`src/rtl/uart_pkg.sv`:
```
// Shared state type and bit-timing helper for the UART transmitter.
// Optional even parity is compiled in with UART_TX_PARITY_EN.
package uart_pkg;

  typedef enum logic [2:0] {
    IDLE   = 3'd0,
    START  = 3'd1,
    DATA   = 3'd2,
`ifdef UART_TX_PARITY_EN
    PARITY = 3'd3,
`endif
    STOP   = 3'd4
  } uart_state_e;

  // Integer floor division; any fractional cycle per bit is dropped.
  function automatic int calc_cycles_per_bit(input int clk_freq_hz, input int baud_rate);
    return clk_freq_hz / baud_rate;
  endfunction

  localparam int CYCLES_PER_BIT_DEFAULT = calc_cycles_per_bit(50_250_000, 9600);

endpackage

```
`src/rtl/uart_baud_counter.sv`:
```
// Bit-period timer: emits a one-cycle tick at the end of every CYCLES_PER_BIT
// cycles while enabled; clr_i restarts the period at the beginning of a frame.
module uart_baud_counter #(
  parameter int CYCLES_PER_BIT = 5234
) (
  input  logic clk_i,
  input  logic rst_ni,
  input  logic en_i,
  input  logic clr_i,
  output logic tick_o
);

  localparam int CNT_W = (CYCLES_PER_BIT > 1) ? $clog2(CYCLES_PER_BIT) : 1;
  localparam logic [CNT_W-1:0] LAST = CNT_W'(CYCLES_PER_BIT - 1);

  logic [CNT_W-1:0] cnt_q;

  always_ff @(posedge clk_i or negedge rst_ni) begin
    if (!rst_ni) begin
      cnt_q <= '0;
    end else if (clr_i || !en_i) begin
      cnt_q <= '0;
    end else if (cnt_q == LAST) begin
      cnt_q <= '0;
    end else begin
      cnt_q <= cnt_q + CNT_W'(1);
    end
  end

  assign tick_o = en_i && (cnt_q == LAST);

endmodule

```
`src/rtl/uart_tx.sv`:
```
// UART transmitter: start bit, DATA_WIDTH bits MSB first, optional even parity
// (UART_TX_PARITY_EN), stop bit. Handshake: a byte is taken on a rising edge
// where valid_i and ready_o are both 1; ready_o is high only while idle.
module uart_tx
  import uart_pkg::*;
#(
  parameter int DATA_WIDTH  = 8,
  parameter int CLK_FREQ_HZ = 50_250_000,
  parameter int BAUD_RATE   = 9600
) (
  input  logic                  clk_i,
  input  logic                  rst_ni,
  input  logic [DATA_WIDTH-1:0] data_i,
  input  logic                  valid_i,
  output logic                  ready_o,
  output logic                  tx_o,
  output logic                  busy_o,
  output uart_state_e           state_o
);

  localparam int CYCLES_PER_BIT = calc_cycles_per_bit(CLK_FREQ_HZ, BAUD_RATE);
  localparam int BIT_CNT_W      = (DATA_WIDTH > 1) ? $clog2(DATA_WIDTH) : 1;
  localparam logic [BIT_CNT_W-1:0] LAST_BIT = BIT_CNT_W'(DATA_WIDTH - 1);

  uart_state_e           state_q, state_d;
  logic [DATA_WIDTH-1:0] shift_q, shift_d;
  logic [BIT_CNT_W-1:0]  bit_cnt_q, bit_cnt_d;
  logic                  tx_q, tx_d;
  logic                  ready_q;
  logic                  handshake;
  logic                  tick;
`ifdef UART_TX_PARITY_EN
  logic                  parity_q;
`endif

  assign handshake = valid_i && ready_q;

  uart_baud_counter #(
    .CYCLES_PER_BIT(CYCLES_PER_BIT)
  ) u_baud (
    .clk_i  (clk_i),
    .rst_ni (rst_ni),
    .en_i   (state_q != IDLE),
    .clr_i  (handshake),
    .tick_o (tick)
  );

  always_comb begin
    state_d   = state_q;
    shift_d   = shift_q;
    bit_cnt_d = bit_cnt_q;
    case (state_q)
      IDLE: begin
        if (handshake) begin
          state_d = START;
          shift_d = data_i;
        end
      end
      START: begin
        if (tick) begin
          state_d   = DATA;
          bit_cnt_d = '0;
        end
      end
      DATA: begin
        if (tick) begin
          if (bit_cnt_q == LAST_BIT) begin
`ifdef UART_TX_PARITY_EN
            state_d = PARITY;
`else
            state_d = STOP;
`endif
            bit_cnt_d = '0;
          end else begin
            bit_cnt_d = bit_cnt_q + BIT_CNT_W'(1);
            shift_d   = shift_q << 1;
          end
        end
      end
`ifdef UART_TX_PARITY_EN
      PARITY: begin
        if (tick) state_d = STOP;
      end
`endif
      STOP: begin
        if (tick) state_d = IDLE;
      end
      default: state_d = IDLE;
    endcase
  end

  // The line level is derived from the next state so tx_o changes on the same
  // edge as the state register and leaves the flop glitch-free.
  always_comb begin
    tx_d = 1'b1;
    case (state_d)
      START:  tx_d = 1'b0;
      DATA:   tx_d = shift_d[DATA_WIDTH-1];
`ifdef UART_TX_PARITY_EN
      PARITY: tx_d = parity_q;
`endif
      default: tx_d = 1'b1;
    endcase
  end

  always_ff @(posedge clk_i or negedge rst_ni) begin
    if (!rst_ni) begin
      state_q   <= IDLE;
      shift_q   <= '0;
      bit_cnt_q <= '0;
      tx_q      <= 1'b1;
      ready_q   <= 1'b0;
    end else begin
      state_q   <= state_d;
      shift_q   <= shift_d;
      bit_cnt_q <= bit_cnt_d;
      tx_q      <= tx_d;
      ready_q   <= (state_d == IDLE);
    end
  end

`ifdef UART_TX_PARITY_EN
  always_ff @(posedge clk_i or negedge rst_ni) begin
    if (!rst_ni) begin
      parity_q <= 1'b0;
    end else if (handshake) begin
      parity_q <= ^data_i;
    end
  end
`endif

  assign ready_o = ready_q;
  assign tx_o    = tx_q;
  assign busy_o  = (state_q != IDLE);
  assign state_o = state_q;

endmodule
```
`config.mk`:
```
export PLATFORM = sky130hd
export DESIGN_NAME = uart_tx
export DESIGN_NICKNAME = d
export VERILOG_FILES = /design/src/rtl/uart_pkg.sv /design/src/rtl/uart_baud_counter.sv /design/src/rtl/uart_tx.sv
export SDC_FILE = /design/constraint.sdc
export NUM_CORES = 1
export LEC_CHECK = 0
export BUFFER_PORTS_ARGS = -buffer_cell sky130_fd_sc_hd__buf_2
export CAP_MARGIN = 20
export CORE_ASPECT_RATIO = 0.75
export CORE_MARGIN = 8
export CORE_UTILIZATION = 40
export DETAILED_ROUTE_END_ITERATION = 8
export GPL_ROUTABILITY_DRIVEN = 1
export SYNTH_ARGS = -nofsm -noshare
export SYNTH_HDL_FRONTEND = slang
export SYNTH_SLANG_ARGS = --single-unit
```
`constraint.sdc`:
```
create_clock -name clk_i -period 4.7 [get_ports clk_i]
set_clock_uncertainty 0.2 [all_clocks]
set_input_delay 0.47 -clock clk_i [delete_from_list [all_inputs] [get_ports clk_i]]
set_output_delay 0.47 -clock clk_i [all_outputs]
set_load 0.005 [all_outputs]
```
Word level (Yosys, flattened, before mapping)
Index checks and enable logic that the tools add are counted.

Flip-flop bits (word level): 29. Bits in latches: 0. RAM bits: 0. ROM bits: 0. Input port bits: 11. Memories: 0.

Add/subtract/negate cells: 2. $mul: 0. Div/mod/pow operators: 0. $lt $le $gt $ge: 0. Equality and inequality tests: 11. Shift operators: 0. Multiplexer cells: 17. Bitwise gates (word level): 0. Reduce and logical (&&, ||, !) cells: 11.

Operators by type and width (count): two-way mux 13 bit (2); two-way mux 3 bit (8); two-way mux 8 bit (3); case mux 8 bit (2 select lines) (1); adder 13 x 1 -> 13 bit (second input constant) (1); == test 13 bit (second input constant) (1); case mux 3 bit (4 select lines) (1); == test 3 x 1 -> 1 bit (second input constant) (2); == test 3 x 2 -> 1 bit (second input constant) (2); == test 3 bit (second input constant) (2); zero test 3 bit (2); != test 2 bit (second input constant) (3); case mux 3 bit (2 select lines) (1); AND reduction 4 bit (1); nonzero test 2 bit (2); adder 3 x 1 -> 3 bit (second input constant) (1); AND reduction 3 bit (1); nonzero test 3 bit (1); logical AND 1 bit (2); != test 2 x 1 -> 1 bit (second input constant) (1); case mux 1 bit (2 select lines) (1); zero test 1 bit (1); logical OR 1 bit (1).

Logic depth before layout (Yosys ltp)
Word-level depth: 6. Depth in mapped cells: 7. Mapped depth without buffers: 7.

Hierarchy
From an unflattened synthesis, not the netlist that was laid out.

Cells, all modules: 145. Area total of the unflattened synthesis: 1639.1 um^2.

By module, submodules not included: uart_tx (instances 1, cells an instance 73, area each 857.1 um^2); uart_baud_counter (instances 1, cells an instance 72, area each 782.0 um^2).

Worst setup path before layout
OpenSTA, ideal clock, no wires.

Path kind: reg-to-reg. Start point: register u_baud.cnt_q[1]. End point: register shift_q[1]. Library setup time: 0.118 ns. Data arrival time: 1.518 ns. Setup slack: 2.864 ns. Stages on the path, launching flop included: 8. Buffers on the path: 0. Clock period less this slack: 1.836 ns. Cell sequence: dfrtp_1 inv_1 ha_1 and4bb_2 nand3_4 nor3_4 nor2_2 a21o_1.

Cells in the longest elaborated chain, start to end: 4.

Ends and longest elaborated chain: from (decl) (RTL line uart_baud_counter.sv:16) `logic [CNT_W-1:0] cnt_q;`; from (signal assigned) (RTL line uart_baud_counter.sv:26) `cnt_q <= cnt_q + CNT_W'(1);`; == test 13 bit (RTL line uart_baud_counter.sv:30) `assign tick_o = en_i && (cnt_q == LAST);`; logical AND 1 bit (RTL line uart_baud_counter.sv:30); != test 2 bit (no line); AND reduction 4 bit (no line); to (signal assigned) (RTL line uart_tx.sv:115) `shift_q <= shift_d;`; to (decl) (RTL line uart_tx.sv:26) `logic [DATA_WIDTH-1:0] shift_q, shift_d;`.

Every way passes these cells. A chain may end at the register's enable or synchronous reset.

Worst setup path in the final report
Start point: register state_q[0], in the netlist state_o[0]. End point: output port busy_o.

Cells in the longest elaborated chain, start to end: 1.

Ends and longest elaborated chain: from (decl) (RTL line uart_tx.sv:25) `uart_state_e state_q, state_d;`; from (signal assigned) (RTL line uart_tx.sv:114) `state_q <= state_d;`; nonzero test 3 bit (RTL line uart_tx.sv:134) `assign busy_o = (state_q != IDLE);`; to (decl) (RTL line uart_tx.sv:17) `output logic busy_o,`.

Every way passes these cells.

==> flow_summary.ini <==
[synthesis]
syn_avg_cell_area_um2 = 10.4
synthDistinctLibCells = 34
synth-seq-cells = 29
ys_seq_area_share_pct = 50.1
syn_nets = 155
ys.warnings.count = 0
synth_top_area_share_pct = 48.3
synth.cell_area_um2 = 1450
synth-main-ff-cell = dfrtp_1
synth_cells = 140
synth_enable_flop_cells = 0
synth-async-reset-ratio_pct = 100
netlist_top_cells_area = dfrtp_1 (48%), nor2_1 (5.4%), xnor2_1 (4.2%)
synth_top_cell_by_area = dfrtp_1

[critical_path]
end_kind = output pin
worstPathArrival_ns = 1.48
crit_path_start_kind = flop
critPathKind = flop to output pin
worst-endpoint-required_ns = 4.03
crit_path_max_fanout = 12
reg2reg_slack_ns = 2.66

[timing]
slew_headroom_pct = 57.7
post-route-min-period_ns = 2.15
holdWs_ns = 0.00673
hold_viol = 0
tightest_slew_ns = 0.634
period_share_pct = 45.7
clock.fmax_ghz = 0.465
setup_tns_ns = 0
finalSetupViolCount = 0
grt_setup_unrepaired = no
drv_slew = 0

[drt]
dr.pass1.iters = 4
routed_wl_um = 2870
drc_errors = 0
routed_via_density = 5.27
vias = 1064
drt-initial-drc-count = 52
ant_nets = 0
wl_per_cell_um = 14.2

[floorplan]
die_x_um = 85.6
die_area_um2 = 5830
rows = 19
core_um2 = 3570
start_util_pct = 40.7
io-pin-count = 17
die_y_um = 68.2

[clock_network]
htree_levels = 2
hold_buffers = 0
clkLatencyLatePin_ns = 0.28
cts_made_buffers = 5
cts_buffer_depth = 2
cts_resized = 0
cts.clk_slew.worst_paths_ns = 0.06
root_buffer = clkbuf_8
cts.sinks = 29
post_cts_buffers = 0
cts_tree = done

[layout]
final_cell_mix = dfrtp_1 (28), nor2_1 (21), buf_2 (16), nand2_1 (13)
nets = 174
antenna_cells = 0
final_util_pct = 46.7
final_common_cell = dfrtp_1
drive_gt1_share_pct = 21.9
syn_to_final_growth_pct = 14.8
fillers = 331

[power]
power_leakage_nw = 0.870
p_per_area_nw_per_um2 = 290
irDropWorstVdd_mv = 0.157
power_w = 0.000484

[min_path]
hold_path_class = primary input to async pin

[run]
drv_cap = 0

[grt]
grt_pass1_vias = 1092
grt_use_total_pct = 11.4
grt_max_degree = 30
antenna_found_initial = 0
grt-ovfl-total = 0
grt_pass1_wl_um = 5010

[placement]
place.port_buffers = 16
dp_hpwl_um = 2070
gp_congestion = 0.795

[outcome]
status = complete, no violations
## worst max-delay path, cell delays in order (launching register included)
cell and delay [ns]:
dfrtp_1 0.51, or3_1 0.51, buf_2 0.18
## final timing paths
kind | from | end | cells past startpoint
hold / removal | rst_ni | u_baud.cnt_q[5] | 1
max in group asynchronous | rst_ni | bit_cnt_q[0] | 1
min in group clk_i | data_i[0] | shift_q[0] | 3
setup reg to reg | u_baud.cnt_q[1] | shift_q[1] | 7
setup / recovery | state_o[0] | busy_o | 2
hold reg to reg | shift_q[5] | shift_q[5] | 1
## metal layers
metal / vias to the layer above / track usage, % / part of all wire, %
met4: 0 / 7.83 / 2.5
met1: 511 / 13.5 / 46
met3: 7 / 4.20 / 6.7
li1: 521 / - / -
met2: 25 / 17.4 / 45
met5: - / 0 / 0
## cells by family after synthesis
| family | synth area share, % |
|---|---|
| compound gates | 13.4 |
| buf+inv | 2.59 |
| xor+xnor | 7.24 |
| flops | 50.1 |
| simple gates | 23.3 |
| fa+ha+maj | 3.45 |
## sequential cells by signal, summed over array words and instances, names as in the netlist
| signal | count |
|---|---|
| tx_o | 1 |
| state_o | 3 |
| ready_o | 1 |
| shift_q | 8 |
| bit_cnt_q | 3 |
| u_baud.cnt_q | 13 |
## synthesized netlist by cell type, types with 3 or more instances
cell     count
dfrtp_1     28
nor2_1      21
nand2_1     13
a21o_1       7
o21ai_0      7
xnor2_1      7
a22o_1       6
inv_1        5
nand3_1      5
xor2_1       5
and3_1       4
ha_1         4
buf_2        3
## area by class of cell
class	count	area, um2	share of cell area [%]
clock buffer	7	96.3	5.78
clock inverter	1	5.00	0.300
inverter	5	18.8	1.13
multi-input combinational	102	687	41.2
sequential	29	727	43.6
tap	42	52.6	3.15
timing repair buffer	16	80.1	4.80
## where the power goes
part / total [W] / leakage [nW] / switching (W) / internal (W)
logic: 0.00000887 / 0.445 / 0.00000591 / 0.00000297
registers: 0.000250 / 0.371 / 0 / 0.000250
clock network: 0.000225 / 0.0542 / 0.0000933 / 0.000132
total: 0.000484 / 0.870 / 0.0000992 / 0.000385
## per-stage QoR
stage                     area, um2  setup WS [ns]  std cells
after detailed placement       1570           2.66        194
after floorplan                1450           2.86        140
after global routing           1670           2.49        202
after global placement         1570           2.74        194
final                          1670           2.55        202
after CTS                      1670           2.54        202
No activity file was read; power rests on OpenSTA's default activity.
